**src/rtl/hazard_pkg.sv**
```systemverilog
// Shared types and constants for the pipeline hazard controller.
// Holds the forward-select codes, the stall FSM states and the shadow-stage record.
package hazard_pkg;

    localparam logic [1:0] FWD_REG = 2'b00;
    localparam logic [1:0] FWD_WB  = 2'b01;
    localparam logic [1:0] FWD_MEM = 2'b10;

    typedef enum logic {
        RUN       = 1'b0,
        BYTE_WAIT = 1'b1
    } state_t;

    typedef struct packed {
        logic [4:0] dest;
        logic       regwrite;
        logic       memtoreg;
        logic [1:0] loadbyte;
    } shadow_t;

    localparam int SHADOW_W = $bits(shadow_t);

    // Register 0 is hard-wired to zero, so it never produces a dependency.
    function automatic logic dest_match(input logic [4:0] dest, input logic [4:0] src);
        return (dest != 5'd0) && (dest == src);
    endfunction

endpackage

```
**src/rtl/hazard_unit_fwd_select.sv**
```systemverilog
// Per-operand EX forwarding select from the MEM and WB shadow stages.
// MEM is the younger producer and therefore wins over WB.
module fwd_select
    import hazard_pkg::*;
(
    input  logic [4:0]          src,
    input  logic [SHADOW_W-1:0] mem_shadow,
    input  logic [SHADOW_W-1:0] wb_shadow,
    output logic [1:0]          sel
);

    shadow_t mem_s;
    shadow_t wb_s;

    assign mem_s = shadow_t'(mem_shadow);
    assign wb_s  = shadow_t'(wb_shadow);

    // A load in MEM has no data yet; a byte load in WB is only readable via the register file.
    always_comb begin
        sel = FWD_REG;
        if (mem_s.regwrite && !mem_s.memtoreg && dest_match(mem_s.dest, src)) begin
            sel = FWD_MEM;
        end else if (wb_s.regwrite && (wb_s.loadbyte == 2'b00) && dest_match(wb_s.dest, src)) begin
            sel = FWD_WB;
        end
    end

endmodule

```
**src/rtl/hazard_unit.sv**
```systemverilog
// Load-use stall controller and EX forwarding logic for the 5-stage core.
// Byte loads stall for two cycles, word loads for one; stalls are counted (saturating).
module hazard_unit
    import hazard_pkg::*;
#(
    parameter int CNT_W = 32
)
(
    input  logic             clk,
    input  logic             reset,
    input  logic [4:0]       id_rs_a,
    input  logic [4:0]       id_rt_a,
    input  logic             id_uses_rt,
    input  logic [4:0]       ex_rs_a,
    input  logic [4:0]       ex_rt_a,
    input  logic [4:0]       ex_rd_a,
    input  logic             ex_regdst,
    input  logic             ex_regwrite,
    input  logic             ex_memtoreg,
    input  logic [1:0]       ex_loadbyte,
    output logic             bubble,
    output logic             pc_write,
    output logic             ifid_write,
    output logic [1:0]       fwd_a,
    output logic [1:0]       fwd_b,
    output logic [CNT_W-1:0] stall_cycles
);

    logic [4:0]       ex_dest;
    logic             lu_hit;
    logic             stall;
    shadow_t          ex_shadow;
    shadow_t          mem_reg;
    shadow_t          wb_reg;
    state_t           state_reg;
    state_t           state_next;
    logic [CNT_W-1:0] stall_cycles_reg;
    logic [CNT_W-1:0] stall_cycles_next;
    logic [4:0]       fwd_src [2];
    logic [1:0]       fwd_sel [2];

    assign ex_dest = ex_regdst ? ex_rd_a : ex_rt_a;

    assign ex_shadow.dest     = ex_dest;
    assign ex_shadow.regwrite = ex_regwrite;
    assign ex_shadow.memtoreg = ex_memtoreg;
    assign ex_shadow.loadbyte = ex_loadbyte;

    assign lu_hit = ex_memtoreg && ex_regwrite &&
                    (dest_match(ex_dest, id_rs_a) || (id_uses_rt && dest_match(ex_dest, id_rt_a)));

    // Shadows track the real pipeline unconditionally; a bubbled ID/EX feeds zeros in.
    always_ff @(posedge clk) begin
        if (reset) begin
            mem_reg <= '0;
            wb_reg  <= '0;
        end else begin
            mem_reg <= ex_shadow;
            wb_reg  <= mem_reg;
        end
    end

    always_ff @(posedge clk) begin
        if (reset) begin
            state_reg <= RUN;
        end else begin
            state_reg <= state_next;
        end
    end

    always_comb begin
        state_next = state_reg;
        stall      = lu_hit;
        case (state_reg)
            RUN: begin
                if (lu_hit && (ex_loadbyte != 2'b00)) begin
                    state_next = BYTE_WAIT;
                end
            end
            BYTE_WAIT: begin
                stall      = 1'b1;
                state_next = RUN;
            end
            default: begin
                state_next = RUN;
            end
        endcase
    end

    assign bubble     = stall;
    assign pc_write   = ~stall;
    assign ifid_write = ~stall;

    always_comb begin
        stall_cycles_next = stall_cycles_reg;
        if (stall && (stall_cycles_reg != {CNT_W{1'b1}})) begin
            stall_cycles_next = stall_cycles_reg + CNT_W'(1);
        end
    end

    always_ff @(posedge clk) begin
        if (reset) begin
            stall_cycles_reg <= '0;
        end else begin
            stall_cycles_reg <= stall_cycles_next;
        end
    end

    assign stall_cycles = stall_cycles_reg;

    assign fwd_src[0] = ex_rs_a;
    assign fwd_src[1] = ex_rt_a;

    genvar gi;
    generate
        for (gi = 0; gi < 2; gi++) begin : g_fwd
            fwd_select u_fwd (
                .src        (fwd_src[gi]),
                .mem_shadow (mem_reg),
                .wb_shadow  (wb_reg),
                .sel        (fwd_sel[gi])
            );
        end
    endgenerate

    assign fwd_a = fwd_sel[0];
    assign fwd_b = fwd_sel[1];

endmodule

```
**config.mk**
```make
export PLATFORM = sky130hd
export DESIGN_NAME = hazard_unit
export DESIGN_NICKNAME = d
export VERILOG_FILES = /design/src/rtl/hazard_pkg.sv /design/src/rtl/hazard_unit_fwd_select.sv /design/src/rtl/hazard_unit.sv
export SDC_FILE = /design/constraint.sdc
export NUM_CORES = 1
export LEC_CHECK = 0
export BUFFER_PORTS_ARGS = -buffer_cell sky130_fd_sc_hd__buf_4
export CORE_ASPECT_RATIO = 0.6
export CORE_MARGIN = 3
export CORE_UTILIZATION = 53
export DETAILED_ROUTE_END_ITERATION = 16
export PLACE_DENSITY = 0.8
export SYNTH_ARGS = -nofsm -noshare
export SYNTH_HDL_FRONTEND = slang
export SYNTH_SLANG_ARGS = --single-unit
```
**constraint.sdc**
```tcl
create_clock -name clk -period 2.5 [get_ports clk]
set_input_delay 0.25 -clock clk [delete_from_list [all_inputs] [get_ports clk]]
set_output_delay 0.25 -clock clk [all_outputs]
set_load 0.01 [all_outputs]
```
==> parameters.txt <==
Parameter                              Value

Run status
  Run status ... completed

Die
  Count of boundary I/O pins ... 72
  DIE HEIGHT ... 62.0 um
  Number of rows in the core area ... 19
  Overall die area ... 6150 um^2
  Chip width ... 99.3 um
  Total core area ... 4800 um^2
  Initial standard-cell utilization of the core ... 0.576

Worst setup path
  Slowest Stage Delay on Critical Path ... 0.60 ns
  Critical Path Sink Type ... flop
  Most numerous cell on the critical path ... sky130_fd_sc_hd__nand4_1
  Worst setup path startpoint ... stall_cycles[24]$_SDFFE_PP0P_
  Critical-path maximum fanout ... 8
  Slowest stage cell, crit path ... sky130_fd_sc_hd__or4b_1
  Cell-by-cell listing of the critical path ... nand4_1 > or4b_1 > nand4b_1 > nand4_1 > nor2_1 > mux2_2
  Startpoint kind of the worst setup timing path ... flop
  Reg-to-reg critical path startpoint ... stall_cycles[24]$_SDFFE_PP0P_
  Buffers & Inverters on Critical Path ... 0
  Top delay family on crit path ... simple AND/OR/NAND/NOR gates
  Data required time at the worst endpoint ... 2.69 ns
  Class of the most critical setup path ... flop to flop
  Signal arrival time at the worst endpoint ... 2.59 ns

Cells and area
  Ratio of cells with drive above 1 in the final layout ... 0.269
  Flip-flop count of the largest register after layout ... 32
  Total number of nets in the final design ... 423
  N_diodes ... 0
  Total non-filler cell area in the finished layout ... 3480 um^2
  Filler cell count in the final layout ... 397
  Core utilization of the finished layout ... 0.724
  Layout Area Growth over Synthesis ... 25.6%

Synth
  Mapped Cells ... 321
  Compound-cell area share of the yosys netlist ... 0.109
  Number of enable flip-flop cells after synthesis ... 0
  Combinational family with the most area after synthesis ... simple AND/OR/NAND/NOR gates
  Fraction of synthesized cell area in xor and xnor cells ... 0.0981
  Distinct cell type count of the synthesized netlist ... 39
  Commonest register cell after synthesis ... sky130_fd_sc_hd__dfxtp_1
  Cell with the most instances after synthesis ... sky130_fd_sc_hd__dfxtp_1
  Post-synth net total ... 355
  Commonest cells post-synth ... sky130_fd_sc_hd__dfxtp_1, sky130_fd_sc_hd__nor2_1, sky130_fd_sc_hd__nor2b_1
  Largest cells by area after synthesis ... sky130_fd_sc_hd__dfxtp_1, sky130_fd_sc_hd__xnor2_1, sky130_fd_sc_hd__nor2b_1
  Share of Yosys cell area claimed by the top area cell type ... 0.362
  Post-Syn Area per Cell ... 8.62 um^2
  Netlist area before placement ... 2770 um^2
  Simple-gate area share of the yosys netlist ... 0.318
  Post-synth ARST share ... 0
  Count of warnings emitted by yosys ... 0
  Dominant cell type by area after synthesis ... sky130_fd_sc_hd__dfxtp_1
  Area share of fa/ha/maj cells after synthesis ... 0.00452
  Portion of the post-synthesis area used by sequential elements ... 0.362
  Count of state elements after synthesis ... 50
  Multiplexer share of the synthesized area ... 0.0656

Timing
  Minimum period implied by the final worst setup slack ... 2.40 ns
  Final max-slew violation count ... 0
  Layout Skew ... 0.00952 ns
  Actual slew at the worst max-slew pin ... 0.570 ns
  Ratio of final minimum period to clock period ... 0.961
  Post-route setup slack ... 0.0984 ns
  Rel. slew slack ... 0.620
  Final Hold Violating Endpoints ... 0
  Setup TNS Final ... 0 ns
  Achievable frequency ... 416 MHz
  Setup repair after global routing missed its margin ... no
  Setup Viol. Count Final ... 0
  Worst hold-check slack ... 0.172 ns

Power and ir drop
  Static leakage ... 0.00133 uW
  Highest ir drop seen on vdd ... 0.283 mV
  Ratio of total power to cell area ... 454 nW/um^2

Clocking
  Root Buffer Master ... sky130_fd_sc_hd__clkbuf_8
  Clock slew at the register clock pins of the worst setup and hold paths ... 0.10 ns
  Number of sinks driven by the clock tree ... 50
  Inserted Clock Buffers ... 5
  Buffer levels on the longest clock path ... 2
  H-tree depth reported by CTS ... 2
  CTS tree ... done
  Worst-Skew Late Latency ... 0.30 ns
  Number of post-CTS setup repair buffers ... 0

Placed design
  Count of port buffers added during placement ... 71
  Half-perimeter wire length of the detailed placement result ... 5430 um
  Placed Area ... 3360 um^2
  Weighted congestion at the end of routability-driven global placement ... 0.854
  Worst-case setup slack after placement ... 0.0379 ns

GRT
  First-pass GRT wire length ... 11700 um
  Global-route total usage across every layer ... 0.240
  Total congestion overflow ... 0
  Antenna violations before repair ... 0
  Number of global-route vias before repair ... 2367
  Pin count of the biggest net entering global routing ... 61

Job
  Maxcap violations ... 0

Worst hold path
  Worst hold path type ... input port to flop
  Launch point of the worst hold path ... ex_regwrite

Detailed routing
  Overall via count from detail_route ... 2631
  Initial drt markers ... 118
  Number of vias per cell ... 5.81
  Number of nets with antenna violations after detailed routing ... 0
  Final routed wire length divided by cell count ... 16.0 um
  Number of remaining DRC errors ... 0
  Routed WL ... 7230 um
  Number of detailed-routing iterations run before antenna repair ... 4
logic make-up (layout without fill, tap and decap cells):
| group | after synthesis | in the layout |
|---|---|---|
| simple gates | 152 | 152 |
| buf+inv | 25 | 94 |
| compound gates | 46 | 46 |
| mux | 16 | 16 |
| flops | 50 | 50 |
| xor+xnor | 31 | 31 |
| fa+ha+maj | 1 | 1 |
path summary, 6_finish.rpt:
check	to	slack [ns]	depth (start not counted)
max	stall_cycles[8]$_SDFFE_PP0P_	0.1	6
min	mem_reg[3]$_SDFF_PP0_	0.17	2
min reg2reg	wb_reg[1]$_SDFF_PP0_	0.44	1
max reg2reg	stall_cycles[8]$_SDFFE_PP0P_	0.1	6
power breakdown:
group,leakage [uW],internal (uW),switching [uW],total [uW]
logic,0.000874,94.4,90.0,184
clock network,0.0000504,298,270,568
registers,0.000406,811,15.9,827
total,0.00133,1200,376,1580
cells in the final DEF (no fill, tap or decap), types with 7 or more instances in the layout:
cell type	synthesis	final
sky130_fd_sc_hd__buf_4	1	78
sky130_fd_sc_hd__dfxtp_1	50	50
sky130_fd_sc_hd__nor2_1	32	31
sky130_fd_sc_hd__nor2b_1	22	22
sky130_fd_sc_hd__a21oi_1	19	19
sky130_fd_sc_hd__xnor2_1	18	18
sky130_fd_sc_hd__nand3_1	17	17
sky130_fd_sc_hd__or4_1	16	16
sky130_fd_sc_hd__nand4_1	14	14
sky130_fd_sc_hd__xor2_1	13	13
sky130_fd_sc_hd__o31ai_1	12	12
sky130_fd_sc_hd__mux2_2	11	11
sky130_fd_sc_hd__nor4_1	9	9
sky130_fd_sc_hd__or3_1	9	9
sky130_fd_sc_hd__nand2_1	8	8
sky130_fd_sc_hd__nor3_1	7	7
sky130_fd_sc_hd__inv_1	7	7
sky130_fd_sc_hd__o21ai_0	8	7
per-stage QoR:
step | power [uW] | cells
after floorplan | 952 | 321
after global placement | 1020 | 445
after detailed placement | 1030 | 445
after CTS | 1590 | 453
after global routing | 1640 | 453
final | 1580 | 453
layout make-up:
class                   count  area, um^2  share of cell area
clock buffers               5        68.8              0.0198
multi-input cells         246        1650               0.475
inverters                   7        26.3             0.00756
well taps                  63        78.8              0.0227
flip-flops and latches     50        1000               0.288
clock inverters             3        45.0              0.0130
repair buffers             79         606               0.174
layer usage:
layer	GRT usage	up-vias	part of all wire	wire length [um]
met5	0	-	0	0
met4	0.0370	0	0.0026	19
met3	0.0390	2	0.086	621
met2	0.365	101	0.43	3090
met1	0.365	1222	0.48	3490
li1	-	1306	-	-
repair_timing:
action | in CTS | in global routing
endpoints found under the hold margin | 0 | 0
setup endpoints to repair | 0 | 1
hold buffers | 0 | 0
gates resized for setup | 0 | 1
No activity file was read; power rests on OpenSTA's default activity.
